$ cat src/rtl/paper_pkg.sv
// -----------------------------------------------------------------------------
// paper_pkg
// Shared definitions for the paper_core processor: the four opcodes and the
// sequencer state encoding.
// -----------------------------------------------------------------------------
package paper_pkg;

  // Opcode field values (upper two bits of the instruction word).
  localparam logic [1:0] OP_INC  = 2'b00;
  localparam logic [1:0] OP_JNO  = 2'b01;
  localparam logic [1:0] OP_CLRS = 2'b10;
  localparam logic [1:0] OP_HALT = 2'b11;

  // Sequencer states.
  typedef enum logic [1:0] {
    ST_IDLE   = 2'd0,
    ST_FETCH  = 2'd1,
    ST_EXEC   = 2'd2,
    ST_HALTED = 2'd3
  } state_t;

endpackage : paper_pkg

$ cat src/rtl/paper_if.sv
// -----------------------------------------------------------------------------
// paper_if
// Control/observation bundle of paper_core.
//   start      1-cycle pulse: begin or restart execution at address 0
//   load_en    program memory write strobe
//   load_addr  program memory write address
//   load_data  instruction word to write
//   pc         current program counter
//   instr      instruction register (last fetched word)
//   acc        accumulator
//   status     sticky overflow flag
//   busy       high while fetching/executing
//   halted     high once a HALT has executed
// The master side drives start/load; the slave side (the core) drives the rest.
// -----------------------------------------------------------------------------
interface paper_if #(
  parameter int DATA_W = 4,
  parameter int ADDR_W = 3
);
  localparam int INSTR_W = 2 + ADDR_W;

  logic               start;
  logic               load_en;
  logic [ADDR_W-1:0]  load_addr;
  logic [INSTR_W-1:0] load_data;
  logic [ADDR_W-1:0]  pc;
  logic [INSTR_W-1:0] instr;
  logic [DATA_W-1:0]  acc;
  logic               status;
  logic               busy;
  logic               halted;

  modport master (
    output start, load_en, load_addr, load_data,
    input  pc, instr, acc, status, busy, halted
  );

  modport slave (
    input  start, load_en, load_addr, load_data,
    output pc, instr, acc, status, busy, halted
  );

endinterface : paper_if

$ cat src/rtl/paper_imem.sv
// -----------------------------------------------------------------------------
// paper_imem
// Program memory: 2**ADDR_W words of INSTR_W bits, synchronous write,
// asynchronous (combinational) read.
//   clock  write clock
//   we     write enable
//   waddr  write address
//   wdata  write data
//   raddr  read address
//   rdata  read data (follows raddr combinationally)
// -----------------------------------------------------------------------------
module paper_imem #(
  parameter int ADDR_W  = 3,
  parameter int INSTR_W = 5
) (
  input  logic               clock,
  input  logic               we,
  input  logic [ADDR_W-1:0]  waddr,
  input  logic [INSTR_W-1:0] wdata,
  input  logic [ADDR_W-1:0]  raddr,
  output logic [INSTR_W-1:0] rdata
);

  localparam int DEPTH = 2 ** ADDR_W;

  logic [INSTR_W-1:0] mem [DEPTH];

  // NOTE: the array has no reset on purpose -- the program must survive
  // reset_n, and an unreset array maps onto plain RAM/register-file cells.
  always_ff @(posedge clock) begin
    if (we) begin
      mem[waddr] <= wdata;
    end
  end

  assign rdata = mem[raddr];

endmodule : paper_imem

$ cat src/rtl/paper_core.sv
// -----------------------------------------------------------------------------
// paper_core
// Accumulator processor with sticky overflow status, program memory, program
// counter and a FETCH/EXEC sequencer. Every instruction takes two cycles.
//   clock    system clock, rising edge
//   reset_n  asynchronous active-low reset (program memory is not reset)
//   bus      paper_if slave: start/load inputs, architectural state outputs
// -----------------------------------------------------------------------------
module paper_core
  import paper_pkg::*;
#(
  parameter int DATA_W = 4,
  parameter int ADDR_W = 3
) (
  input  logic    clock,
  input  logic    reset_n,
  paper_if.slave  bus
);

  localparam int INSTR_W = 2 + ADDR_W;

  state_t             state_q, state_n;
  logic [ADDR_W-1:0]  pc_q, pc_n;
  logic [INSTR_W-1:0] instr_q, instr_n;
  logic [DATA_W-1:0]  acc_q, acc_n;
  logic               status_q, status_n;
  logic               busy_q, halted_q;

  logic               mem_we;
  logic [INSTR_W-1:0] mem_rdata;

  logic [1:0]         opcode;
  logic [ADDR_W-1:0]  target;
  logic [ADDR_W-1:0]  pc_inc;
  logic [DATA_W:0]    acc_sum;

  assign opcode  = instr_q[INSTR_W-1:ADDR_W];
  assign target  = instr_q[ADDR_W-1:0];
  // Natural wrap of the ADDR_W-bit sum gives modulo-2**ADDR_W sequencing.
  assign pc_inc  = pc_q + ADDR_W'(1);
  // One extra bit catches the carry out of the accumulator.
  assign acc_sum = {1'b0, acc_q} + (DATA_W + 1)'(1);

  paper_imem #(
    .ADDR_W  (ADDR_W),
    .INSTR_W (INSTR_W)
  ) u_imem (
    .clock (clock),
    .we    (mem_we),
    .waddr (bus.load_addr),
    .wdata (bus.load_data),
    .raddr (pc_q),
    .rdata (mem_rdata)
  );

  // NOTE: every signal gets its hold value first so no path leaves one
  // unassigned; that is what keeps this block free of inferred latches.
  always_comb begin
    state_n  = state_q;
    pc_n     = pc_q;
    instr_n  = instr_q;
    acc_n    = acc_q;
    status_n = status_q;
    mem_we   = 1'b0;

    case (state_q)
      ST_IDLE, ST_HALTED: begin
        // A load takes priority over a start arriving in the same cycle.
        if (bus.load_en) begin
          mem_we = 1'b1;
        end else if (bus.start) begin
          state_n  = ST_FETCH;
          pc_n     = '0;
          acc_n    = '0;
          status_n = 1'b0;
        end
      end

      ST_FETCH: begin
        instr_n = mem_rdata;
        state_n = ST_EXEC;
      end

      ST_EXEC: begin
        state_n = ST_FETCH;
        case (opcode)
          OP_INC: begin
            // Once overflow is flagged the accumulator freezes until CLRS.
            if (!status_q) begin
              {status_n, acc_n} = acc_sum;
            end
            pc_n = pc_inc;
          end
          OP_JNO: begin
            pc_n = status_q ? pc_inc : target;
          end
          OP_CLRS: begin
            status_n = 1'b0;
            pc_n     = pc_inc;
          end
          default: begin // OP_HALT: pc stays on the HALT word
            state_n = ST_HALTED;
          end
        endcase
      end

      default: begin
        state_n = ST_IDLE;
      end
    endcase
  end

  // NOTE: sequential state uses non-blocking assignments so every register
  // samples its pre-edge inputs, independent of statement order.
  always_ff @(posedge clock or negedge reset_n) begin
    if (!reset_n) begin
      state_q  <= ST_IDLE;
      pc_q     <= '0;
      instr_q  <= '0;
      acc_q    <= '0;
      status_q <= 1'b0;
      busy_q   <= 1'b0;
      halted_q <= 1'b0;
    end else begin
      state_q  <= state_n;
      pc_q     <= pc_n;
      instr_q  <= instr_n;
      acc_q    <= acc_n;
      status_q <= status_n;
      // Decoded from the next state so the flags line up with state_q.
      busy_q   <= (state_n == ST_FETCH) || (state_n == ST_EXEC);
      halted_q <= (state_n == ST_HALTED);
    end
  end

  assign bus.pc     = pc_q;
  assign bus.instr  = instr_q;
  assign bus.acc    = acc_q;
  assign bus.status = status_q;
  assign bus.busy   = busy_q;
  assign bus.halted = halted_q;

endmodule : paper_core

$ cat src/flat_wrapper.sv
// flat-port wrapper written by rule: the top's interface ports become plain ports
module paper_core_flat import paper_pkg::*;
#(
  parameter int DATA_W = 4,
  parameter int ADDR_W = 3
)
  (clock, reset_n, bus_start, bus_load_en, bus_load_addr, bus_load_data, bus_pc, bus_instr, bus_acc, bus_status, bus_busy, bus_halted);
  paper_if #(.DATA_W(DATA_W), .ADDR_W(ADDR_W)) bus_i ();
  input  logic clock;
  input  logic reset_n;
  input wire logic [$bits(bus_i.start)-1:0] bus_start;
  input wire logic [$bits(bus_i.load_en)-1:0] bus_load_en;
  input wire logic [$bits(bus_i.load_addr)-1:0] bus_load_addr;
  input wire logic [$bits(bus_i.load_data)-1:0] bus_load_data;
  output wire logic [$bits(bus_i.pc)-1:0] bus_pc;
  output wire logic [$bits(bus_i.instr)-1:0] bus_instr;
  output wire logic [$bits(bus_i.acc)-1:0] bus_acc;
  output wire logic [$bits(bus_i.status)-1:0] bus_status;
  output wire logic [$bits(bus_i.busy)-1:0] bus_busy;
  output wire logic [$bits(bus_i.halted)-1:0] bus_halted;
  assign bus_i.start = bus_start;
  assign bus_i.load_en = bus_load_en;
  assign bus_i.load_addr = bus_load_addr;
  assign bus_i.load_data = bus_load_data;
  assign bus_pc = bus_i.pc;
  assign bus_instr = bus_i.instr;
  assign bus_acc = bus_i.acc;
  assign bus_status = bus_i.status;
  assign bus_busy = bus_i.busy;
  assign bus_halted = bus_i.halted;
  paper_core #(.DATA_W(DATA_W), .ADDR_W(ADDR_W)) u_core (.clock(clock), .reset_n(reset_n), .bus(bus_i));
endmodule
$ cat config.mk
export PLATFORM = sky130hd
export DESIGN_NAME = paper_core_flat
export DESIGN_NICKNAME = d
export VERILOG_FILES = /design/src/rtl/paper_pkg.sv /design/src/rtl/paper_if.sv /design/src/rtl/paper_imem.sv /design/src/rtl/paper_core.sv /design/src/flat_wrapper.sv
export SDC_FILE = /design/constraint.sdc
export NUM_CORES = 1
export LEC_CHECK = 0
export ABC_CLOCK_PERIOD_IN_PS = 3650
export CORE_MARGIN = 2
export CORE_UTILIZATION = 45
export DETAILED_ROUTE_END_ITERATION = 6
export PLACE_DENSITY = 0.63
export SLEW_MARGIN = 10
export SYNTH_ARGS = -nofsm -noshare
export SYNTH_HDL_FRONTEND = slang
export SYNTH_HIERARCHICAL = 1
export SYNTH_SLANG_ARGS = --single-unit
export TNS_END_PERCENT = 100
$ cat constraint.sdc
create_clock -name clock -period 3.65 [get_ports clock]
set_clock_uncertainty 0.05 [all_clocks]
set_input_delay 0.73 -clock clock [delete_from_list [all_inputs] [get_ports clock]]
set_output_delay 0.73 -clock clock [all_outputs]
set_load 0.005 [all_outputs]
---- After elaboration in Yosys (flattened, before gate mapping) ----
Memory sizes are Yosys's and may differ from the RTL's. A register that Yosys moved wholly into a read port is not among the register bits.
Index checks and enable logic that the tools add are counted.
word-level totals
  bits in writable memories ............... 40
  output and inout port bits .............. 15
  memory bits (read-only) ................. 0
  memories ................................ 1
  register bits ........................... 12
  bits in latches ......................... 0
memories
  name               words  width  read ports  clocked after Yosys merged registers in  write ports  line              text
  u_core.u_imem.mem  8      5      1           1                                        1            paper_imem.sv:26  logic [INSTR_W-1:0] mem [DEPTH];
cells by class
  muxes and demuxes ....................... 23
  divide/modulo/power cells ............... 0
  multipliers ............................. 0
  reduce and logical (&&, ||, !) cells .... 11
  shift-type cells ........................ 0
  eq/ne operators ......................... 14
  bitwise operators ....................... 0
  $lt $le $gt $ge ......................... 0
  $add $sub $neg .......................... 2
operators by type and width
  cell                                                   number
  2-to-1 mux 4 bit                                       4
  one-hot mux 3 bit (2 select lines)                     2
  == test 2 bit, second input constant                   5
  2-to-1 mux 3 bit                                       3
  one-hot mux 4 bit (2 select lines)                     1
  AND reduction 4 bit                                    2
  2-to-1 mux 1 bit                                       7
  == test 2 x 1 -> 1 bit, second input constant          3
  2-to-1 mux 2 bit                                       3
  inequality test 2 bit, second input constant           3
  one-hot mux 2 bit (3 select lines)                     1
  adder 4 x 1 -> 5 bit, second input constant            1
  AND reduction 5 bit                                    1
  logical NOT 2 bit                                      2
  one-hot mux 1 bit (2 select lines)                     2
  OR reduction 2 bit                                     2
  adder 3 x 1 -> 3 bit, second input constant            1
  inequality test 3 x 2 -> 1 bit, second input constant  1
  inequality test 3 bit, second input constant           1
  OR reduction 3 bit                                     1
  inequality test 2 x 1 -> 1 bit, second input constant  1
  nonzero test 2 bit                                     1
  logical NOT 1 bit                                      1
  logical OR 1 bit                                       1

---- Depth between registers and ports, before layout ----
Gate-level depths: netlist of run 1.
  depth after elaboration ................. 6
  mapped depth ............................ 7
  mapped depth without buffers ............ 6

---- Modules after synthesis ----
The synthesis of run 1 kept the hierarchy.
by module, submodules not included
  module      area an instance (um^2)  times used  cells an instance
  paper_imem  1,594.0                  1           70
  paper_core  904.6                    1           85

---- Worst setup path after synthesis of run 1 ----
OpenSTA, ideal clock, no wires.
  kind .................................... input to register
  start point ............................. input port bus_load_en
  end point ............................... register u_core.acc_q[2], in the netlist u_core/bus.acc[2]
  data required time ...................... 3,531 ps
  stages .................................. 4
  arrival time ............................ 1,803 ps
  path buffers ............................ 0
  path slack .............................. 1,728 ps
  setup time .............................. 69 ps
  path through ............................ nand2b_4 a211o_4 or4b_1 nand3_1
between the ends
  word-level cells in the longest chain between the ends .. 2
ends and longest elaborated chain
  element                          line                text
  start, declared                  flat_wrapper.sv:12  input wire logic [$bits(bus_i.load_en)-1:0] bus_load_en;
  inequality test 2 bit (no line)  --
  AND reduction 5 bit (no line)    --
  end signal, assigned             paper_core.sv:128   acc_q <= acc_n;
  end, declared                    paper_core.sv:25    logic [DATA_W-1:0] acc_q, acc_n;
Every way passes these cells.
A chain may end at the register's enable or synchronous reset.

---- Worst setup path after layout of run 1 ----
  start point ............................. register u_core.pc_q[0], in the netlist u_core/bus.pc[0]
  end point ............................... output port bus_pc[0]
RTL lines
  element                 line                text
  start, declared         paper_core.sv:23    logic [ADDR_W-1:0] pc_q, pc_n;
  start signal, assigned  paper_core.sv:126   pc_q <= pc_n;
  end, declared           flat_wrapper.sv:15  output wire logic [$bits(bus_i.pc)-1:0] bus_pc;
No word-level cell between the ends.

==> out/metrics.cfg, run 1 <==
[outcome]
outcome = complete, no violations

[logic_synthesis]
synth_top_area_share_pct = 48.1
synth_xor_xnor_area_share_pct = 0
yosys.area_share.adder_pct = 3.00
ys_seq_area_share_pct = 65.1
syn_avg_cell_area_um2 = 16.1
syn_inst = 155
yosysMostFrequentCell = edfxtp_1
synth_nets = 173
synth-main-ff-cell = edfxtp_1
muxShareOfSynthArea_pct = 15.0
ys_ff_latch = 57
synth_top_area_cell = edfxtp_1
synth-simple-area-share_pct = 9.76
synthTopCellsByArea = edfxtp_1, dfrtp_1, mux4_1, mux2_2, ha_1
synth-async-reset-ratio_pct = 29.8
synth_top_family_by_area = multiplexers
synthDistinctLibCells = 32
synth_common_cells = edfxtp_1, dfrtp_1, nand2_1
ys_warn_count = 6
syn-cell-area_um2 = 2500
synth_edf_count = 40
synth_compound_area_share_pct = 4.86

[cts]
max-clock-path-buffers = 2
cts_buffers = 9
post_cts_buffers = 0
holdBufCountCts = 0
cts-resized-gates = 0
cts_root_buffer = clkbuf_8
clock_latency_ns = 0.32
clkTransAtPathRegs_ns = 0.06
cts_tree = built
clock_sinks = 57
cts_max_level = 3

[worst_setup_path]
reg2reg_depth = 5
critPathKind = reg -> out
endpoint = bus_pc[0]
cp_slowest_cell = dfrtp_1
reg2reg_setup_slack_ns = 1.47
cp.depth = 1
path_buf_inv = 1
cp.required_ns = 2.87
crit_path_max_incr_delay_ns = 0.74
crit_fanout = 15
path_delay_family = flip-flops
startpoint = u_core/bus.pc[0]
worstPathCellList = clkdlybuf4s50_1
critPathLaunchType = register
timing.rr.end = u_core/u_imem/mem[0][3]
r2r_start = u_core/state_q[0]
end_kind = output port
crit_arrival_ns = 1.69

[die]
num_io_pins = 27
core_um2 = 5440
die_w_um = 78.5
die_area_um2 = 6160
die_y_um = 78.5
start_util_pct = 45.9
rows = 27

[timing]
whs_ns = 0.510
slew_headroom_pct = 48.6
hold_viol = 0
fin_crit_sh_pct = 67.6
fin_crit_ns = 2.47
slew_violations = 0
fmax_ghz = 0.405
rsz0062_at_grt = false
tns_ns = 0
worst_slew_pin_slew_ns = 0.769
setup_viol = 0

[global_routing]
grt_usage_pct = 16.5
overflow = 0
grt_pass1_vias = 1465
grt_pass1_wl_um = 7380
grt_max_degree = 18
antenna_found_initial = 0

[job]
max_cap_violations = 0

[drt]
drt_iter0_markers = 87
drtAntennaViolNets = 0
avgRoutedWirePerCell_um = 17.2
num_vias = 1401
routed_wl_um = 4510
drt_first_pass_iters = 4
avgViaCountPerCell = 5.35
route.detailed.drc = 0

[power_and_ir_drop]
ir_worst_vdd_mv = 0.288
p_leak_nw = 1.08
power.density_nw_per_um2 = 701

[final_layout]
drive_above_1_share_pct = 13.7
diodes = 0
fin_util_pct = 55.3
finalNetCount = 205
syn_to_final_growth_pct = 20.4

[hold_path]
hold_path.class = reg -> reg

[placed_design]
dp_hpwl_um = 3240
gp_congestion = 0.769
io_buffers = 26

==> worst min-delay path by stage <==
stage,slack [ns],to,cells past startpoint,startpoint
floorplan,0.38,u_core/bus.acc[0],0,reset_n
global placement,0.49,u_core/bus.acc[3],2,u_core/bus.acc[3]
detailed placement,0.50,u_core/bus.acc[3],2,u_core/bus.acc[3]
CTS,0.51,u_core/bus.acc[3],2,u_core/bus.acc[3]
global route,0.53,u_core/bus.acc[3],2,u_core/bus.acc[3]
finish,0.51,u_core/bus.instr[1],1,u_core/bus.instr[1]
==> state kept, by name, indices dropped and copies added, names as in the netlist <==
signal / cells
u_core/bus.acc: 4
u_core/bus.busy: 1
u_core/bus.halted: 1
u_core/bus.instr: 5
u_core/bus.pc: 3
u_core/bus.status: 1
u_core/state_q: 2
u_core/u_imem/mem: 40
==> layout make-up <==
| class | count | area (µm²) |
|---|---|---|
| Clock buffer | 9 | 124 |
| Clock inverter | 5 | 72.6 |
| Fill cell | 434 | 2430 |
| Inverter | 5 | 18.8 |
| Multi-Input combinational cell | 88 | 816 |
| Sequential cell | 57 | 1630 |
| Tap cell | 72 | 90.1 |
| Timing Repair Buffer | 26 | 260 |
==> placed cells by master (no fill, tap or decap), types with 2 or more instances in the layout <==
cell	n
a31oi_1	2
nand3b_1	3
clkbuf_8	9
bufinv_16	2
nor2_1	9
clkdlybuf4s50_1	26
nand3_1	7
mux2_2	10
nand2b_1	5
edfxtp_1	40
ha_1	6
or4b_1	2
nand2_1	12
o221ai_1	2
nor3_1	2
inv_1	5
clkinv_1	2
mux4_1	10
o21ai_0	5
dfrtp_1	17
==> stage by stage <==
step	setup WS [ns]	cell area, µm²	power (W)	std cells
2_1_floorplan	1.73	2500	0.00132	155
3_3_place_gp	1.26	2810	0.00151	248
3_5_place_dp	1.17	2810	0.00154	248
4_1_cts	1.12	3010	0.00213	262
5_1_grt	1.09	3010	0.00224	262
6_report	1.18	3010	0.00211	262
==> layer usage <==
layer  track usage [%]  part of all wire, %  routed length (µm)
met1              18.8                   42                1900
met2              28.4                   54                2410
met3              5.63                  3.4                 153
met4              6.84                  1.0                  46
met5                 0                    0                   0
==> kinds of logic after synthesis <==
family / count (synthesis)
buffers and inverters: 10
muxes: 20
and+or+nand+nor: 46
DFF: 57
adders and majority gates: 6
AOI/OAI and AO/OA: 16
==> report_power, final <==
part | internal (W) | switching (W)
clock | 0.000370 | 0.000228
combinational | 0.000344 | 0.000275
sequential | 0.000785 | 0.000105
total | 0.00150 | 0.000608
Note: power is estimated with default switching activity, not from simulation.
==> inputs of run 2 (changes only) <==
Settings changed: ABC_CLOCK_PERIOD_IN_PS 3650 to 1980, PLACE_DENSITY 0.63 to 0.65.
Clock period 3.65 ns to 1.98 ns, I/O delays scaled along.
==> run 2 against run 1 <==
Sequential cell count did not move. Wire length rose by 4.3%. Sequential power grew 78%. First-iteration DRC count is 13% lower. Power rose by 100%. Sequential share of layout area shrank 3.2 points. Largest cell class unchanged. Global-route usage up 1.0 points. Critical path depth unchanged. Combinational power grew 130%. Largest power group unchanged. Via count increased by 6.9%.
==> out/metrics.cfg, run 2 (synthesized netlist as in run 1, its figures left out) <==
[worst_setup_path]
critPathLaunchType = register  ; unchanged
end_kind = output port  ; unchanged
crit_path_max_incr_delay_ns = 0.57  ; was 0.74 ns
worstPathCellList = clkdlybuf4s50_1  ; unchanged
path_buf_inv = 1  ; unchanged
cp.required_ns = 1.53  ; was 2.87 ns
cp_slowest_cell = clkdlybuf4s50_1  ; was dfrtp_1
critPathKind = reg -> out  ; unchanged
cp.depth = 1  ; unchanged
crit_arrival_ns = 1.45  ; was 1.69 ns
reg2reg_depth = 4  ; was 5
crit_fanout = 13  ; was 15
path_delay_family = buffers and inverters  ; was flip-flops

[drt]
drt_iter0_markers = 76  ; was 87
drt_first_pass_iters = 4  ; unchanged
avgRoutedWirePerCell_um = 16.6  ; was 17.2 µm
num_vias = 1498  ; was 1,401
routed_wl_um = 4700  ; was 4510 µm
route.detailed.drc = 0  ; unchanged
drtAntennaViolNets = 0  ; unchanged
avgViaCountPerCell = 5.29  ; was 5.35

[timing]
fin_crit_sh_pct = 95.8
setup_viol = 0  ; unchanged
fin_crit_ns = 1.90
rsz0062_at_grt = false  ; unchanged
slew_headroom_pct = 76.9  ; was 48.6%
slew_violations = 0  ; unchanged
fmax_ghz = 0.527
tns_ns = 0  ; unchanged
hold_viol = 0  ; unchanged
worst_slew_pin_slew_ns = 0.346  ; was 0.769 ns

[cts]
max-clock-path-buffers = 2  ; unchanged
clock_sinks = 57  ; unchanged
clkTransAtPathRegs_ns = 0.07  ; was 0.06 ns
cts_max_level = 3  ; unchanged
cts_buffers = 9  ; unchanged
clock_latency_ns = 0.34  ; was 0.32 ns
cts_tree = built  ; unchanged
cts_root_buffer = clkbuf_8  ; unchanged
post_cts_buffers = 0  ; unchanged

[global_routing]
antenna_found_initial = 0  ; unchanged
grt_pass1_vias = 1579  ; was 1,465
overflow = 0  ; unchanged
grtUsageMet3_pct = 5.98  ; was 5.63%
grtUsageMet2_pct = 26.8  ; was 28.4%
grt_usage_pct = 17.5  ; was 16.5%
busiest_layer = met2  ; unchanged
grt_max_degree = 18  ; unchanged
grtUsageMet1_pct = 22.0  ; was 18.8%
grt_pass1_wl_um = 7750  ; was 7380 µm

[power_and_ir_drop]
power_w = 0.00428  ; was 0.00211 W
p_leak_nw = 1.19  ; was 1.08 nW
power.density_nw_per_um2 = 1340  ; was 701 nW/µm²
ir_worst_vdd_mv = 0.695  ; was 0.288 mV

[final_layout]
largest_register_ff_count = 40  ; unchanged
final_cell_mix = edfxtp_1, clkdlybuf4s50_1, buf_4  ; was edfxtp_1, clkdlybuf4s50_1, dfrtp_1
largest_register = u_core/u_imem/mem  ; unchanged
finalNetCount = 224  ; was 205
diodes = 0  ; unchanged
drive_above_1_share_pct = 22.3  ; was 13.7%
postLayoutCellArea_um2 = 3200  ; was 3010 µm²
mostFrequentLayoutCell = edfxtp_1  ; unchanged
nFillCells = 410  ; was 434
syn_to_final_growth_pct = 28.1  ; was 20.4%

[placed_design]
gp_congestion = 0.773  ; was 0.769
dp_hpwl_um = 3290  ; was 3240 µm
place_area_um2 = 2970  ; was 2810 µm²
io_buffers = 26  ; unchanged

[job]
max_cap_violations = 0  ; unchanged

[die]
rows = 27  ; unchanged
core_um2 = 5440  ; unchanged
num_io_pins = 27  ; unchanged
die_y_um = 78.5  ; unchanged
start_util_pct = 45.9  ; unchanged
die_area_um2 = 6160  ; unchanged
die_w_um = 78.5  ; unchanged

[outcome]
outcome = complete, no violations  ; unchanged

[hold_path]
hold_path.class = in -> async  ; was reg -> reg

## run 2: cell count changes in the layout (fill, tap and decap cells not counted), sizes merged
cell,before,now
inv,5,6
clkbuf,9,11
buf,0,19
bufinv,2,3
clkinv,3,1
## run 2: power by group
group / internal (W) / switching (W) / total, W
Combinational: 0.000787 / 0.000629 / 0.00142
Clock: 0.000837 / 0.000443 / 0.00128
Sequential: 0.00145 / 0.000133 / 0.00158
Total: 0.00307 / 0.00120 / 0.00428
## run 2: cell type report
type / instances / area, µm² / area share [%]
multi-input cells: 88 / 816 / 25.5
inverters: 5 / 18.8 / 0.586
clock buffers: 11 / 131 / 4.10
well taps: 72 / 90.1 / 2.81
clock inverters: 5 / 103 / 3.20
repair buffers: 45 / 415 / 13.0
flip-flops and latches: 57 / 1630 / 50.8
## run 2: path summary, 6_finish.rpt
path | startpoint | to | slack [ns]
setup / recovery | u_core/bus.pc[2] | bus_pc[2] | 0.08
hold / removal | reset_n | u_core/bus.pc[0] | 0.34
setup reg to reg | u_core/bus.pc[0] | u_core/bus.instr[4] | 0.08
hold reg to reg | u_core/bus.instr[0] | u_core/bus.instr[0] | 0.51
max in group asynchronous | reset_n | u_core/bus.pc[2] | 1.33
min in group clock | u_core/bus.instr[0] | u_core/bus.instr[0] | 0.51
## run 2: metal layers
layer  vias to the layer above  share of wire, %
met5                         -                 0
met3                         9               4.1
li1                        713                 -
met4                         0               2.6
met1                       731                45
met2                        45                48
## run 2: timing repair
| action | in CTS | in global routing |
|---|---|---|
| resized for setup | 1 | 0 |
| setup endpoints to repair | 1 | 0 |
| hold buffers | 0 | 0 |
## run 2: through the flow
stage	hold WS [ns]	utilization [%]	instances	setup WS [ns]
finish	0.342	58.9	283	0.0829
global route	0.343	58.9	283	0.00598
floorplan	0.0504	-	155	0.119
global placement	0.485	54.5	267	-0.00798
CTS	0.334	58.9	283	0.0499
detailed placement	0.497	54.5	267	-0.0541
==> inputs of run 3 (changes only) <==
Settings changed: GPL_ROUTABILITY_DRIVEN set to 0.
==> results of run 3 <==
Same layout as run 2: the final DEF is identical, and so are final timing and power.
